File: src/rtl/pattern_misr_compactor.sv
`default_nettype none
// ============================================================================
// Module   : pattern_misr_compactor
// Brief    : Compacts circuit-under-test responses into a MISR and compares
//            the final signature against a golden value.
// Revision : 1.0
// ============================================================================
module pattern_misr_compactor #(
    parameter int                RESP_W = 9,
    parameter int                SIG_W  = 16,
    parameter logic [SIG_W-1:0]  POLY   = 16'h1021,
    parameter int                CNT_W  = 16,
    parameter int                SKIP   = 2
) (
    input  logic              blif_clk_net,
    input  logic              blif_reset_net,
    input  logic              start,
    input  logic [CNT_W-1:0]  num_beats,
    input  logic [SIG_W-1:0]  seed,
    input  logic [SIG_W-1:0]  golden,
    input  logic              resp_valid,
    input  logic [RESP_W-1:0] resp_in,
    output logic              busy,
    output logic              done,
    output logic [SIG_W-1:0]  signature,
    output logic [CNT_W-1:0]  beats_seen,
    output logic              pass,
    output logic              fail
);

    localparam int                SKIP_W    = (SKIP < 2) ? 1 : $clog2(SKIP + 1);
    localparam logic [SKIP_W-1:0] SKIP_LAST = SKIP_W'((SKIP > 0) ? SKIP - 1 : 0);

    typedef enum logic [1:0] {
        ST_IDLE = 2'd0,
        ST_WARM = 2'd1,
        ST_RUN  = 2'd2,
        ST_DONE = 2'd3
    } state_t;

    state_t             r_state;
    state_t             w_state_next;
    logic [CNT_W-1:0]   r_num_beats;
    logic [SIG_W-1:0]   r_golden;
    logic [SIG_W-1:0]   r_sig;
    logic [CNT_W-1:0]   r_beats;
    logic [SKIP_W-1:0]  r_skip;
    logic               r_pass;
    logic               r_fail;

    logic [SIG_W-1:0]   w_sig_next;
    logic [CNT_W-1:0]   w_beats_inc;
    logic               w_last_beat;

    // Shift left, fold the outgoing MSB back through the polynomial taps,
    // then merge the zero-extended response vector.
    assign w_sig_next  = {r_sig[SIG_W-2:0], 1'b0}
                       ^ (r_sig[SIG_W-1] ? POLY : {SIG_W{1'b0}})
                       ^ SIG_W'(resp_in);
    assign w_beats_inc = r_beats + 1'b1;
    assign w_last_beat = resp_valid && (w_beats_inc == r_num_beats);

    always_ff @(posedge blif_clk_net) begin
        if (blif_reset_net) begin
            r_state <= ST_IDLE;
        end else begin
            r_state <= w_state_next;
        end
    end

    always_comb begin
        w_state_next = r_state;
        case (r_state)
            ST_IDLE: begin
                if (start) begin
                    if (num_beats == '0) begin
                        w_state_next = ST_DONE;
                    end else if (SKIP == 0) begin
                        w_state_next = ST_RUN;
                    end else begin
                        w_state_next = ST_WARM;
                    end
                end
            end
            ST_WARM: begin
                if (resp_valid && (r_skip == SKIP_LAST)) begin
                    w_state_next = ST_RUN;
                end
            end
            ST_RUN: begin
                if (w_last_beat) begin
                    w_state_next = ST_DONE;
                end
            end
            ST_DONE: begin
                w_state_next = ST_IDLE;
            end
            default: begin
                w_state_next = ST_IDLE;
            end
        endcase
    end

    // Verdict is registered on the transition into DONE so that it appears
    // in the same cycle as the done pulse.
    always_ff @(posedge blif_clk_net) begin
        if (blif_reset_net) begin
            r_num_beats <= '0;
            r_golden    <= '0;
            r_sig       <= '0;
            r_beats     <= '0;
            r_skip      <= '0;
            r_pass      <= 1'b0;
            r_fail      <= 1'b0;
        end else begin
            case (r_state)
                ST_IDLE: begin
                    if (start) begin
                        r_num_beats <= num_beats;
                        r_golden    <= golden;
                        r_sig       <= seed;
                        r_beats     <= '0;
                        r_skip      <= '0;
                        r_pass      <= 1'b0;
                        r_fail      <= 1'b0;
                        if (num_beats == '0) begin
                            r_pass <= (seed == golden);
                            r_fail <= (seed != golden);
                        end
                    end
                end
                ST_WARM: begin
                    if (resp_valid) begin
                        r_skip <= r_skip + 1'b1;
                    end
                end
                ST_RUN: begin
                    if (resp_valid) begin
                        r_sig   <= w_sig_next;
                        r_beats <= w_beats_inc;
                        if (w_last_beat) begin
                            r_pass <= (w_sig_next == r_golden);
                            r_fail <= (w_sig_next != r_golden);
                        end
                    end
                end
                default: begin
                end
            endcase
        end
    end

    assign busy       = (r_state == ST_WARM) || (r_state == ST_RUN);
    assign done       = (r_state == ST_DONE);
    assign signature  = r_sig;
    assign beats_seen = r_beats;
    assign pass       = r_pass;
    assign fail       = r_fail;

endmodule
`default_nettype wire

File: config.mk
export PLATFORM = sky130hd
export DESIGN_NAME = pattern_misr_compactor
export DESIGN_NICKNAME = d
export VERILOG_FILES = /design/src/rtl/pattern_misr_compactor.sv
export SDC_FILE = /design/constraint.sdc
export NUM_CORES = 1
export LEC_CHECK = 0
export CORE_MARGIN = 3
export CORE_UTILIZATION = 45
export CTS_CLUSTER_DIAMETER = 200
export DETAILED_ROUTE_END_ITERATION = 6
export GPL_TIMING_DRIVEN = 0
export PLACE_DENSITY = 0.73
export SYNTH_ARGS = -nofsm -noshare
export SYNTH_HDL_FRONTEND = slang
export SYNTH_SLANG_ARGS = --single-unit
File: constraint.sdc
create_clock -name blif_clk_net -period 3.2 [get_ports blif_clk_net]
set_input_delay 0.64 -clock blif_clk_net [delete_from_list [all_inputs] [get_ports blif_clk_net]]
set_output_delay 0.64 -clock blif_clk_net [all_outputs]
set_load 0.03 [all_outputs]
==> results_dict.tcl, run 1 <==
set metrics [dict create \
    synth_edf_count 0 \
    cts_tree "done" \
    final_cells 750 \
    synth.distinct_cells 56 \
    finalMaxSlewViolations 0 \
    die_y_um 102 \
    hpwl_um 9590 \
    numCtsBuffers 9 \
    finClkSkew_ps 7.42 \
    async_flop_share_pct 0 \
    ys.flop_type "dfxtp_1" \
    setup_viol 0 \
    place_congestion 0.912 \
    dieArea_um2 10300 \
    coreArea_um2 8810 \
    grt_util_met1_pct 32.5 \
    first_pass_iters 5 \
    drc 0 \
    wl_per_cell_um 16.9 \
    p_per_area_nw_per_um2 758 \
    overflow 0 \
    drv_cap 0 \
    busiest_layer "met2" \
    finalHoldViolations 0 \
    hp-class "reg -> reg" \
    syn_inst 531 \
    leakage_uw 0.00188 \
    fin_util_pct 61.4 \
    clk_pin_slew_ps 80 \
    dp.cells 734 \
    dr.first_iter.drc_count 248 \
    ios 97 \
    ys_seq_area_share_pct 34.1 \
    vdd_drop_max_v 0.000609 \
    cp_max_fo 8 \
    die_x_um 102 \
    htree_levels 3 \
    cp.arrival_ps 3250 \
    finalSetupTns_ps 0 \
    grt_pass1_wl_um 20300 \
    worstSetupStartpointType "register" \
    critPathCaptureType "register" \
    layout-drive-gt1-share_pct 5.61 \
    required_ps 3430 \
    ys_ff_latch 70 \
    grtUsageMet3_pct 5.03 \
    reg2reg_slack_ps 180 \
    antenna_found_initial 0 \
    syn-num-nets 599 \
    outcome "complete, no violations" \
    period_share_pct 94.3 \
    grt_usage_pct 24.9 \
    globalRouteMet2Util_pct 40.4 \
    fmax_mhz 331 \
    cts_buffer_depth 2 \
    start_util_pct 46.7 \
    period_needed_ps 3020 \
    fill_cells 817 \
    crit_type "reg -> reg" \
    ant_nets 0 \
    post_cts_buffers 0 \
    vias 4259 \
    viasPerCell 5.68 \
    portBuffers 95 \
    row_count 34 \
    synth.avg_cell_area_um2 7.74 \
    syn_area_um2 4110 \
    tightest_slew_ps 694 \
    yosys_warnings 0 \
    area_growth_pct 31.6 \
    grt_start_max_net_pins 12 \
    clk_latency_ps 330 \
    max-slew-margin-rel_pct 53.6 \
    clockRootBuffer "clkbuf_8" \
    post_cts_resized 0 \
    hold_buffers 0 \
    grt_pass1_vias 4061 \
    diodes 0 \
    drt_wl_total_um 12700 \
    final_nets 705 \
    cts_sinks 70 \
]
## Yosys cell counts (all sizes together) (10+ instances only)
library cell	n	area [µm²]
dfxtp	70	1400
nand3	10	55.1
nor4	15	93.8
buf	11	67.6
xor2	25	219
nand2	110	413
nor2	37	139
a21oi	63	315
nor3	15	75.1
o21ai	13	65.1
xnor2	36	323
clkbuf	27	103
## cell usage in the layout, fill, tap and decap left out, drive strengths merged, types with 3 or more instances in the layout
master           n
o211ai           9
nor4            15
a311oi           3
and4             4
ha               7
xor2            25
inv              7
nand4            7
nor2            37
a211oi           8
mux2i            9
nor2b            4
nor3b            3
clkdlybuf4s50   95
o21ai           13
clkbuf          40
nand2b           5
xnor2           36
nand3           10
a21oi           63
dfxtp           70
nor3            15
nand2          110
buf             11
## cell type report
class	count	area [µm²]	share of cell area, %
multi-input cells	415	2520	46.6
flip-flops and latches	70	1400	25.9
well taps	108	135	2.50
clock inverters	3	42.5	0.786
clock buffers	13	159	2.94
inverters	8	30.0	0.555
plain buffers	38	170	3.15
repair buffers	95	951	17.6
## final timing paths
path,startpoint,to,depth (start not counted)
worst max register to register,beats_seen[0]$_SDFFE_PP0P_,fail$_SDFFE_PP0P_,8
worst min register to register,r_golden[7]$_SDFFE_PP0P_,r_golden[7]$_SDFFE_PP0P_,2
worst min-delay path,r_golden[7]$_SDFFE_PP0P_,r_golden[7]$_SDFFE_PP0P_,2
worst max-delay path,beats_seen[0]$_SDFFE_PP0P_,fail$_SDFFE_PP0P_,8
## flip-flops by register name, summed over array words and instances (netlist names)
name         cells
r_state          2
r_golden        16
fail             1
r_skip           2
pass             1
beats_seen      16
signature       16
r_num_beats     16
## metal layers
layer  vias up  routed length [µm]
met3        34                 921
met2       198                5860
met1      1977                5480
met5         -                   0
met4         0                 382
li1       2050                   -
## report_power, final
part	total [µW]	switching [µW]	internal, µW
combinational	2090	1290	797
sequential	1260	205	1060
clock	745	342	403
total	4100	1840	2260
## per-stage QoR
stage | cell area, µm² | worst slack, ps | hold slack, ps | total power [µW]
floorplan | 4110 | 435 | 448 | 2610
global placement | 5190 | 106 | 455 | 3310
detailed placement | 5190 | 95.0 | 462 | 3350
CTS | 5400 | 124 | 471 | 4090
global route | 5410 | -1.57 | 485 | 4350
finish | 5410 | 183 | 470 | 4100
## cells by family after synthesis
group / Yosys count / synth area share [%]
AOI/OAI and AO/OA: 115 / 17.7
xor gates and xnor gates: 61 / 13.2
adders and majority gates: 7 / 2.13
buffers and inverters: 46 / 4.87
DFF: 70 / 34.1
muxes: 9 / 2.19
and+or+nand+nor: 223 / 25.9
## critical path: stages, from the launching register on
cell and delay [ps]:
dfxtp_1 500, ha_1 320, nand3_1 250, or4_4 510
xnor2_2 230, o2111ai_2 190, o41ai_4 450, nand2_1 120
o41ai_2 340
Note: power is estimated with default switching activity, not from simulation.
==> inputs of run 2 (changes only) <==
--- a/config.mk
+++ b/config.mk
@@ -11,6 +11,7 @@
 export DETAILED_ROUTE_END_ITERATION = 6
 export GPL_TIMING_DRIVEN = 0
 export PLACE_DENSITY = 0.73
+export REMOVE_ABC_BUFFERS = 1
 export SYNTH_ARGS = -nofsm -noshare
 export SYNTH_HDL_FRONTEND = slang
 export SYNTH_SLANG_ARGS = --single-unit
==> constraint.sdc (replaced) <==
create_clock -name blif_clk_net -period 3.2 [get_ports blif_clk_net]
set_input_delay 0.64 -clock blif_clk_net [delete_from_list [all_inputs] [get_ports blif_clk_net]]
set_output_delay 0.64 -clock blif_clk_net [all_outputs]
set_load 0.005 [all_outputs]
==> run 2 against run 1 <==
Effect of this change: register-to-register slack better by 60 ps; cell area decreased by 1.1%; clock skew grew 7.7 ps; power decreased by 5.1%; via count down 6.7%; global-route usage is 2.2 points lower; combinational power down 11%; maximum frequency is 2.2% higher; setup slack gained 65 ps; core utilization decreased by 0.67 points; clock power grew 4.8%; critical path type unchanged.
==> results_dict.tcl, run 2 (same netlist as run 1, synthesis figures left out) <==
set metrics [dict create \
    cp.arrival_ps 3200 \
    vdd_drop_max_v 0.000452 \
    period_share_pct 92.3 \
    finalHoldViolations 0 \
    finalMaxSlewViolations 0 \
    required_ps 3450 \
    critPathCaptureType "register" \
    vias 3973 \
    p_per_area_nw_per_um2 727 \
    first_pass_iters 5 \
    final_cell_mix "110 x nand2_1, 95 x clkdlybuf4s50_1, 70 x dfxtp_1, 62 x a21oi_1, 37 x nor2_1" \
    pre_cts_ws_ps 184 \
    drc 0 \
    final_common_cell "nand2_1" \
    cts_tree "done" \
    area_growth_pct 30.2 \
    cp_slowest_stage_delay_ps 510 \
    crit_start "beats_seen[0]$_SDFFE_PP0P_" \
    row_count 34 \
    clk_pin_slew_ps 80 \
    setup_viol 0 \
    post_cts_buffers 0 \
    fin_total_pwr_uw 3890 \
    rsz0062_at_grt "false" \
    p_switching_uw 1550 \
    drt_wl_total_um 11300 \
    overflow 0 \
    layout-drive-gt1-share_pct 5.92 \
    outcome "complete, no violations" \
    cp_max_fo 8 \
    final_nets 671 \
    tightest_slew_ps 1350 \
    grtUsageMet3_pct 3.58 \
    hold_buffers 0 \
    hp-class "reg -> reg" \
    final_cells 716 \
    leakage_uw 0.00184 \
    grt_util_met1_pct 29.1 \
    reg2reg_slack_ps 250 \
    ios 97 \
    drv_cap 0 \
    hpwl_um 8140 \
    dr.first_iter.drc_count 201 \
    p_sw_share_pct 39.8 \
    die_x_um 102 \
    critical_path.top_delay_family "compound AO/OA/AOI/OAI gates" \
    grt_usage_pct 22.8 \
    wl_per_cell_um 15.8 \
    seqPwrFrac_pct 32.1 \
    globalRouteMet2Util_pct 38.9 \
    cts_sinks 70 \
    coreArea_um2 8810 \
    clockRootBuffer "clkbuf_8" \
    crit_chain "ha_2 -> nand3_1 -> or4_4 -> xnor2_2 -> o2111ai_2 -> o41ai_4 -> nand2_1 -> o41ai_2" \
    ant_nets 0 \
    pwr-share-comb_pct 47.8 \
    fin_hold_ws_ps 466 \
    dp.cells 700 \
    fmax_mhz 339 \
    hp-start "r_golden[12]$_SDFFE_PP0P_" \
    grt_pass1_wl_um 18800 \
    antenna_found_initial 0 \
    fill_cells 782 \
    place_congestion 0.888 \
    rr_startpoint "beats_seen[0]$_SDFFE_PP0P_" \
    grt_pass1_vias 3960 \
    diodes 0 \
    worst_path_max_delay_cell "or4_4" \
    numCtsBuffers 9 \
    crit_type "reg -> reg" \
    cp_num_buf_inv 0 \
    cts_buffer_depth 2 \
    die_y_um 102 \
    max-slew-margin-rel_pct 10.3 \
    start_util_pct 46.7 \
    period_needed_ps 2950 \
    portBuffers 96 \
    htree_levels 3 \
    viasPerCell 5.55 \
    grt_start_max_net_pins 39 \
    p_int_uw 2340 \
    p_clk_share_pct 20.1 \
    worstSetupStartpointType "register" \
    dieArea_um2 10300 \
    finClkSkew_ps 15.1 \
    clk_latency_ps 350 \
    layout_setup_ws_ps 248 \
    busiest_layer "met2" \
]
run 2: cell types whose count changed in the layout (fill, tap and decap cells not counted), moves of 2 or more:
cell,previous run,this run
clkbuf_1,28,0
buf_4,6,0
buf_1,2,0
buf_12,0,2
buf_2,3,1
clkbuf_8,11,13
ha_1,7,5
ha_2,0,2
run 2: worst paths after layout:
kind / end / cells after the start
setup / recovery: fail$_SDFFE_PP0P_ / 8
hold / removal: r_golden[12]$_SDFFE_PP0P_ / 2
setup reg to reg: fail$_SDFFE_PP0P_ / 8
hold reg to reg: r_golden[12]$_SDFFE_PP0P_ / 2
run 2: worst reg2reg max path: stages (launching register included):
cell       delay (ps)
dfxtp_1           490
ha_2              300
nand3_1           200
or4_4             510
xnor2_2           230
o2111ai_2         190
o41ai_4           500
nand2_1           120
o41ai_2           320
run 2: cell type report:
cell class	instances	area [µm²]	area share (%)
multi-input combinational	415	2540	47.5
inverter	8	30.0	0.561
clock buffer	13	179	3.34
sequential	70	1400	26.2
tap	108	135	2.53
timing repair buffer	99	1020	19.1
clock inverter	3	40.0	0.748
run 2: power groups by stage:
| stage | Combinational (µW) | Sequential, µW | Clock, µW |
|---|---|---|---|
| 6_report | 1860 | 1250 | 781 |
| 5_1_grt | 2070 | 1280 | 834 |
| 4_1_cts | 1860 | 1250 | 794 |
| 3_5_place_dp | 1850 | 1270 | 0 |
| 3_3_place_gp | 1770 | 1260 | 0 |
| 2_1_floorplan | 1110 | 1240 | 0 |
run 2: stage by stage:
stage                     instance area (µm²)  TNS [ps]  util (%)
after detailed placement                 5110         0      58.0
after floorplan                          3940    -17500         -
after global placement                   5030    -87410      57.2
final                                    5350         0      60.8
after global routing                     5350         0      60.8
after CTS                                5330         0      60.5
run 2: routing by layer:
metal	wire length (µm)	up-vias
met5	0	-
met4	238	0
met3	714	20
met2	5480	140
met1	4860	1824
li1	-	1989
run 2: timing repair:
item	4_1_cts	5_1_grt
resized for setup	0	4
setup endpoints to repair	0	3
endpoints found under the hold margin	0	0
